### src/rtl/mcs4_bus_ctl.sv
// i4004 bus controller: recovers the 8-phase cycle from sync, serves opcode fetches and shares the memory port with a host.
// Optional breakpoint unit enabled by defining MCS4_BUSCTL_BKPT_EN.
module mcs4_bus_ctl #(
  parameter int ADDR_W       = 12,
  parameter int DATA_W       = 8,
  parameter int SYNC_TIMEOUT = 16
) (
  input  logic              clk,
  input  logic              rst,
  input  logic              sync,
  input  logic              cm_rom,
  input  logic [3:0]        cm_ram,
  input  logic [3:0]        cpu_dbus_out,
  output logic [3:0]        cpu_dbus_in,
  input  logic [3:0]        io_rdata,
  output logic              mem_en,
  output logic              mem_we,
  output logic [ADDR_W-1:0] mem_addr,
  output logic [DATA_W-1:0] mem_wdata,
  input  logic [DATA_W-1:0] mem_rdata,
  input  logic              host_req,
  input  logic              host_we,
  input  logic [ADDR_W-1:0] host_addr,
  input  logic [DATA_W-1:0] host_wdata,
  output logic              host_gnt,
  output logic              host_rvalid,
  output logic [DATA_W-1:0] host_rdata,
  output logic              locked,
  output logic              sync_err,
`ifdef MCS4_BUSCTL_BKPT_EN
  input  logic [ADDR_W-1:0] bkpt_addr,
  input  logic              bkpt_arm,
`endif
  output logic              bkpt_hit
);

  typedef enum logic [2:0] {
    PH_A1 = 3'd0,
    PH_A2 = 3'd1,
    PH_A3 = 3'd2,
    PH_M1 = 3'd3,
    PH_M2 = 3'd4,
    PH_X1 = 3'd5,
    PH_X2 = 3'd6,
    PH_X3 = 3'd7
  } phase_t;

  localparam int CNT_W = $clog2(SYNC_TIMEOUT + 1);
  localparam logic [CNT_W-1:0] TO_MAX = CNT_W'(SYNC_TIMEOUT);

  phase_t             phase, phase_nxt;
  logic [CNT_W-1:0]   to_cnt, to_cnt_nxt;
  logic               locked_q, sync_err_q;
  logic [7:0]         addr_lo;
  logic [ADDR_W-1:0]  fetch_addr;
  logic               cpu_fetch, fetch_m1;
  logic [3:0]         opbuf_lo;
  logic               io_cyc;
  logic               rd_pend;
  logic               cnt_rd, cnt_rd_pend;
  logic [DATA_W-1:0]  cnt_rdata;

  always_comb begin
    phase_nxt = phase_t'(phase + 3'd1);
    if (sync) phase_nxt = PH_A1;
  end

  // Timeout counter saturates so an unlocked core does not wrap it back into range.
  always_comb begin
    to_cnt_nxt = to_cnt;
    if (sync)
      to_cnt_nxt = '0;
    else if (to_cnt != TO_MAX)
      to_cnt_nxt = to_cnt + CNT_W'(1);
  end

  assign fetch_addr = ADDR_W'({cpu_dbus_out, addr_lo});
  assign cpu_fetch  = locked_q && (phase == PH_A3) && cm_rom && !rst;
  assign host_gnt   = host_req && !cpu_fetch && !rst;

  always_ff @(posedge clk) begin
    if (rst) begin
      phase      <= PH_A1;
      to_cnt     <= '0;
      locked_q   <= 1'b0;
      sync_err_q <= 1'b0;
      addr_lo    <= 8'h00;
      fetch_m1   <= 1'b0;
      opbuf_lo   <= 4'h0;
      io_cyc     <= 1'b0;
      rd_pend    <= 1'b0;
    end else begin
      phase  <= phase_nxt;
      to_cnt <= to_cnt_nxt;
      if (sync) begin
        locked_q <= 1'b1;
      end else if (locked_q && (to_cnt_nxt == TO_MAX)) begin
        locked_q   <= 1'b0;
        sync_err_q <= 1'b1;
      end
      if (phase == PH_A1) addr_lo[3:0] <= cpu_dbus_out;
      if (phase == PH_A2) addr_lo[7:4] <= cpu_dbus_out;
      fetch_m1 <= cpu_fetch;
      // Loading zero on a non-fetch cycle makes M2 return 0 without a separate valid bit.
      if (phase == PH_M1) opbuf_lo <= fetch_m1 ? mem_rdata[3:0] : 4'h0;
      if (phase == PH_M2)
        io_cyc <= (cm_ram != 4'h0);
      else if (phase == PH_X3)
        io_cyc <= 1'b0;
      rd_pend <= host_gnt && !host_we && !cnt_rd;
    end
  end

  always_comb begin
    cpu_dbus_in = 4'h0;
    if (locked_q && !rst) begin
      case (phase)
        PH_M1:   if (fetch_m1) cpu_dbus_in = mem_rdata[7:4];
        PH_M2:   cpu_dbus_in = opbuf_lo;
        PH_X2:   if (io_cyc) cpu_dbus_in = io_rdata;
        default: cpu_dbus_in = 4'h0;
      endcase
    end
  end

  // CPU fetch always wins the port; the host only sees it when not held off.
  always_comb begin
    mem_en    = 1'b0;
    mem_we    = 1'b0;
    mem_addr  = '0;
    mem_wdata = '0;
    if (cpu_fetch) begin
      mem_en   = 1'b1;
      mem_addr = fetch_addr;
    end else if (host_gnt && !cnt_rd) begin
      mem_en    = 1'b1;
      mem_we    = host_we;
      mem_addr  = host_addr;
      mem_wdata = host_wdata;
    end
  end

  assign host_rvalid = (rd_pend || cnt_rd_pend) && !rst;
  assign host_rdata  = !host_rvalid ? '0 : (cnt_rd_pend ? cnt_rdata : mem_rdata);
  assign locked      = locked_q;
  assign sync_err    = sync_err_q;

`ifdef MCS4_BUSCTL_BKPT_EN
  logic       bkpt_m1;
  logic [7:0] hit_cnt;

  assign cnt_rd    = host_gnt && !host_we && (host_addr == '1);
  assign cnt_rdata = DATA_W'(hit_cnt);
  assign bkpt_hit  = bkpt_m1 && !rst;

  always_ff @(posedge clk) begin
    if (rst) begin
      bkpt_m1     <= 1'b0;
      hit_cnt     <= 8'h00;
      cnt_rd_pend <= 1'b0;
    end else begin
      bkpt_m1     <= cpu_fetch && bkpt_arm && (fetch_addr == bkpt_addr);
      cnt_rd_pend <= cnt_rd;
      if (bkpt_m1 && (hit_cnt != 8'hFF)) hit_cnt <= hit_cnt + 8'h01;
    end
  end
`else
  assign cnt_rd      = 1'b0;
  assign cnt_rd_pend = 1'b0;
  assign cnt_rdata   = '0;
  assign bkpt_hit    = 1'b0;
`endif

endmodule
### config.mk
export PLATFORM = sky130hd
export DESIGN_NAME = mcs4_bus_ctl
export DESIGN_NICKNAME = d
export VERILOG_FILES = /design/src/rtl/mcs4_bus_ctl.sv
export SDC_FILE = /design/constraint.sdc
export NUM_CORES = 1
export LEC_CHECK = 0
export BUFFER_PORTS_ARGS = -buffer_cell sky130_fd_sc_hd__clkbuf_2
export CAP_MARGIN = 5
export CORE_MARGIN = 2
export CORE_UTILIZATION = 40
export CTS_BUF_LIST = sky130_fd_sc_hd__clkbuf_8
export DETAILED_ROUTE_END_ITERATION = 10
export PLACE_DENSITY = 0.82
export SLEW_MARGIN = 30
export SYNTH_ARGS = -nofsm -noshare
export SYNTH_HDL_FRONTEND = slang
export SYNTH_SLANG_ARGS = --single-unit
### constraint.sdc
create_clock -name clk -period 2 [get_ports clk]
set_clock_uncertainty 0.1 [all_clocks]
set_input_delay 0.2 -clock clk [delete_from_list [all_inputs] [get_ports clk]]
set_output_delay 0.2 -clock clk [all_outputs]
set_load 0.005 [all_outputs]
==> run_results.csv <==
group,metric,value,unit
global_route,antenna_found_initial,0,
synthesis,synth.top_cell.area_share,35.1,%
synthesis,synth_compound_area_share,16.7,%
setup_path,cp_max_fo,6,
setup_path,crit_path_end_kind,"output pin",
synthesis,synthTopCellsByArea,"dfxtp_1, and2_1, a22o_1",
clock_network,cts_sinks,25,
synthesis,syn_area,1430,um^2
layout,final_cell_mix,"clkbuf_2, nor2_1, dfxtp_1",
floorplanning,die_height,63.7,um
place,io_buffers,83,
synthesis,ys.flop_type,"dfxtp_1",
sta,max_freq,503,MHz
synthesis,synth_top_cell_by_area,"dfxtp_1",
power_and_ir_drop,leakagePower,1.00,nW
power_and_ir_drop,ir_drop,0.284,mV
synthesis,syn_avg_cell_area,8.35,um^2
floorplanning,start_util,42.1,%
sta,finalHoldViolCount,0,
floorplanning,ioPinCount,85,
setup_path,critPathKind,"reg -> out",
place,gp_congestion,0.865,
clock_network,cts_buffers,3,
routing,postRouteAntennaNets,0,
setup_path,critPathLaunchType,"flop",
clock_network,h-tree-depth,1,
synthesis,yosysWarningCount,0,
setup_path,r2r_start,"to_cnt[0]",
place,dp_hpwl,2780,um
synthesis,synth_nets,225,
synthesis,synth_top_family_by_area,"simple AND/OR/NAND/NOR gates",
setup_path,cp.depth,7,
setup_path,cp_top_family,"flip-flops",
layout,antenna_cells,0,
min_path,hold_class,"in -> reg",
synthesis,synthAdderAreaFrac,7.01,%
synthesis,netlist_instances,171,
layout,regArea,504,um^2
layout,drive_gt1_share,42.9,%
sta,drv_slew,0,
synthesis,yosysUniqueCellTypes,36,
floorplanning,die_area,4060,um^2
synthesis,synth_edf_count,0,
synthesis,ys_ff_latch,25,
synthesis,synth_simple_gate_area_share,27.7,%
layout,layout_commonest_cell,"clkbuf_2",
clock_network,clkTransAtPathRegs,90,ps
clock_network,insertion_delay,270,ps
global_route,overflow,0,
global_route,grtUsageTotal,18.6,%
sta,period_needed,1990,ps
routing,vias,1521,
power_and_ir_drop,p_total,0.00101,W
floorplanning,coreArea,3390,um^2
routing,drt_wl_total,3790,um
setup_path,slowest_delay,370,ps
job,cap_viol_max_count,0,
synthesis,yosysSeqAreaShare,35.1,%
routing,drc_errors,0,
layout,fin_util,60.4,%
setup_path,worstPathCellList,"inv_2, ha_2, and3_4, a21oi_4, buf_6, a22o_1, clkbuf_2",
global_route,grt_pass1_wl,6020,um
floorplanning,die_w,63.7,um
setup_path,crit-reg2reg-capture,"locked",
global_route,grt_max_degree,16,
sta,final.period_utilization,99.5,%
setup_path,required,1700,ps
setup_path,crit_end,"mem_addr[10]",
run_status,outcome,"complete, no violations",
setup_path,reg2reg_slack,110,ps
routing,firstDrtPassIters,4,
setup_path,setup.worst_path.start,"phase[0]",
synthesis,muxShareOfSynthArea,6.31,%
setup_path,reg2regPathDepth,6,
floorplanning,std_cell_rows,21,
setup_path,path_buf_inv,3,
global_route,grt_pass1_vias,1337,
setup_path,arrival,1690,ps
synthesis,synthXorXnorAreaFrac,1.23,%
clock_network,tritoncts,"done",
routing,avgViaCountPerCell,4.99,
clock_network,cts_buffer_depth,2,
place,pre_cts_slack,133,ps
routing,dr.first_iter.drc_count,81,
synthesis,async_flop_share,0,%
clock_network,clockRootBuffer,"clkbuf_8",
layout,multiInputGateArea,892,um^2
layout,fillers,305,
power_and_ir_drop,power_density,494,nW/um^2
sta,rsz0062_at_grt,"yes",
layout,area_growth,43.5,%
setup_path,slowest_stage,"dfxtp_4",
sta,fin_ws,10.2,ps
layout,fin_nets,314,
routing,wl_per_cell,12.4,um
sta,setup_viol,0,
power by group:
part	internal (W)	switching, W	leakage (nW)
clock	0.000141	0.000166	0.0217
sequential	0.000513	0.0000127	0.204
combinational	0.0000957	0.0000821	0.773
total	0.000750	0.000260	1.00
worst min-delay path: stages:
cell	delay (ps)
clkbuf_2	90
nand3_1	70
a21oi_1	60
repair_timing:
action	in CTS	in global routing
hold buffers	1	0
resized for setup	18	4
gates cloned	3	0
buffers inserted	1	3
endpoints found under the hold margin	1	0
endpoints found under the setup margin	26	25
pin swaps	4	5
registers in the layout (all words and copies together) (netlist names):
register,cells
addr_lo,8
fetch_m1,1
io_cyc,1
locked,1
opbuf_lo,4
phase,3
rd_pend,1
sync_err,1
to_cnt,5
stage by stage:
stage	hold WS (ps)	cell area (um^2)	instances	TNS (ps)
2_1_floorplan	172	1430	171	0
3_3_place_gp	269	1880	293	0
3_5_place_dp	273	1880	293	0
4_1_cts	82.4	2020	302	-0.109
5_1_grt	87.2	2050	305	-1130
6_report	78.2	2050	305	0
cells by family after synthesis:
family	Yosys count
buffers and inverters	20
AOI/OAI and AO/OA	31
DFF	25
xor gates and xnor gates	2
other	1
muxes	9
adders and majority gates	8
and+or+nand+nor	75
worst min path at each step:
stage            startpoint          end  slack (ps)  depth (start not counted)
4_1_cts        mem_rdata[1]  opbuf_lo[1]          80                          3
5_1_grt        mem_rdata[0]  opbuf_lo[0]          90                          3
2_1_floorplan       host_we      rd_pend         170                          1
3_5_place_dp        host_we      rd_pend         270                          2
3_3_place_gp        host_we      rd_pend         270                          2
6_report       mem_rdata[1]  opbuf_lo[1]          80                          3
layer usage:
layer  global-route usage (%)  wire length, um  vias to the layer above
met1                     23.5             1670                      691
met5                        0                0                        -
met3                     3.35              220                        4
met2                     31.1             1860                       59
met4                     8.42               44                        0
li1                         -                -                      767
cells in the mapped netlist, types with 2 or more instances:
master and n:
dfxtp_1 25, a222oi_1 4, nor2b_1 4, mux2i_1 9, and3_1 3, o21ai_0 2
nand2b_1 6, a22o_1 12, clkbuf_1 6, inv_1 9, nand2_1 6, a21oi_1 8
buf_2 2, and2_1 18, nand3_1 6, ha_1 8, nor2_1 24
area by class of cell:
class | count | share of cell area (%)
Clock buffer | 3 | 2.02
Clock inverter | 1 | 0.367
Inverter | 10 | 2.02
Multi-Input combinational cell | 126 | 43.6
Sequential cell | 25 | 24.6
Tap cell | 46 | 2.81
Timing Repair Buffer | 93 | 24.3
Timing Repair inverter | 1 | 0.367
Power figures use the tool's default switching activity.
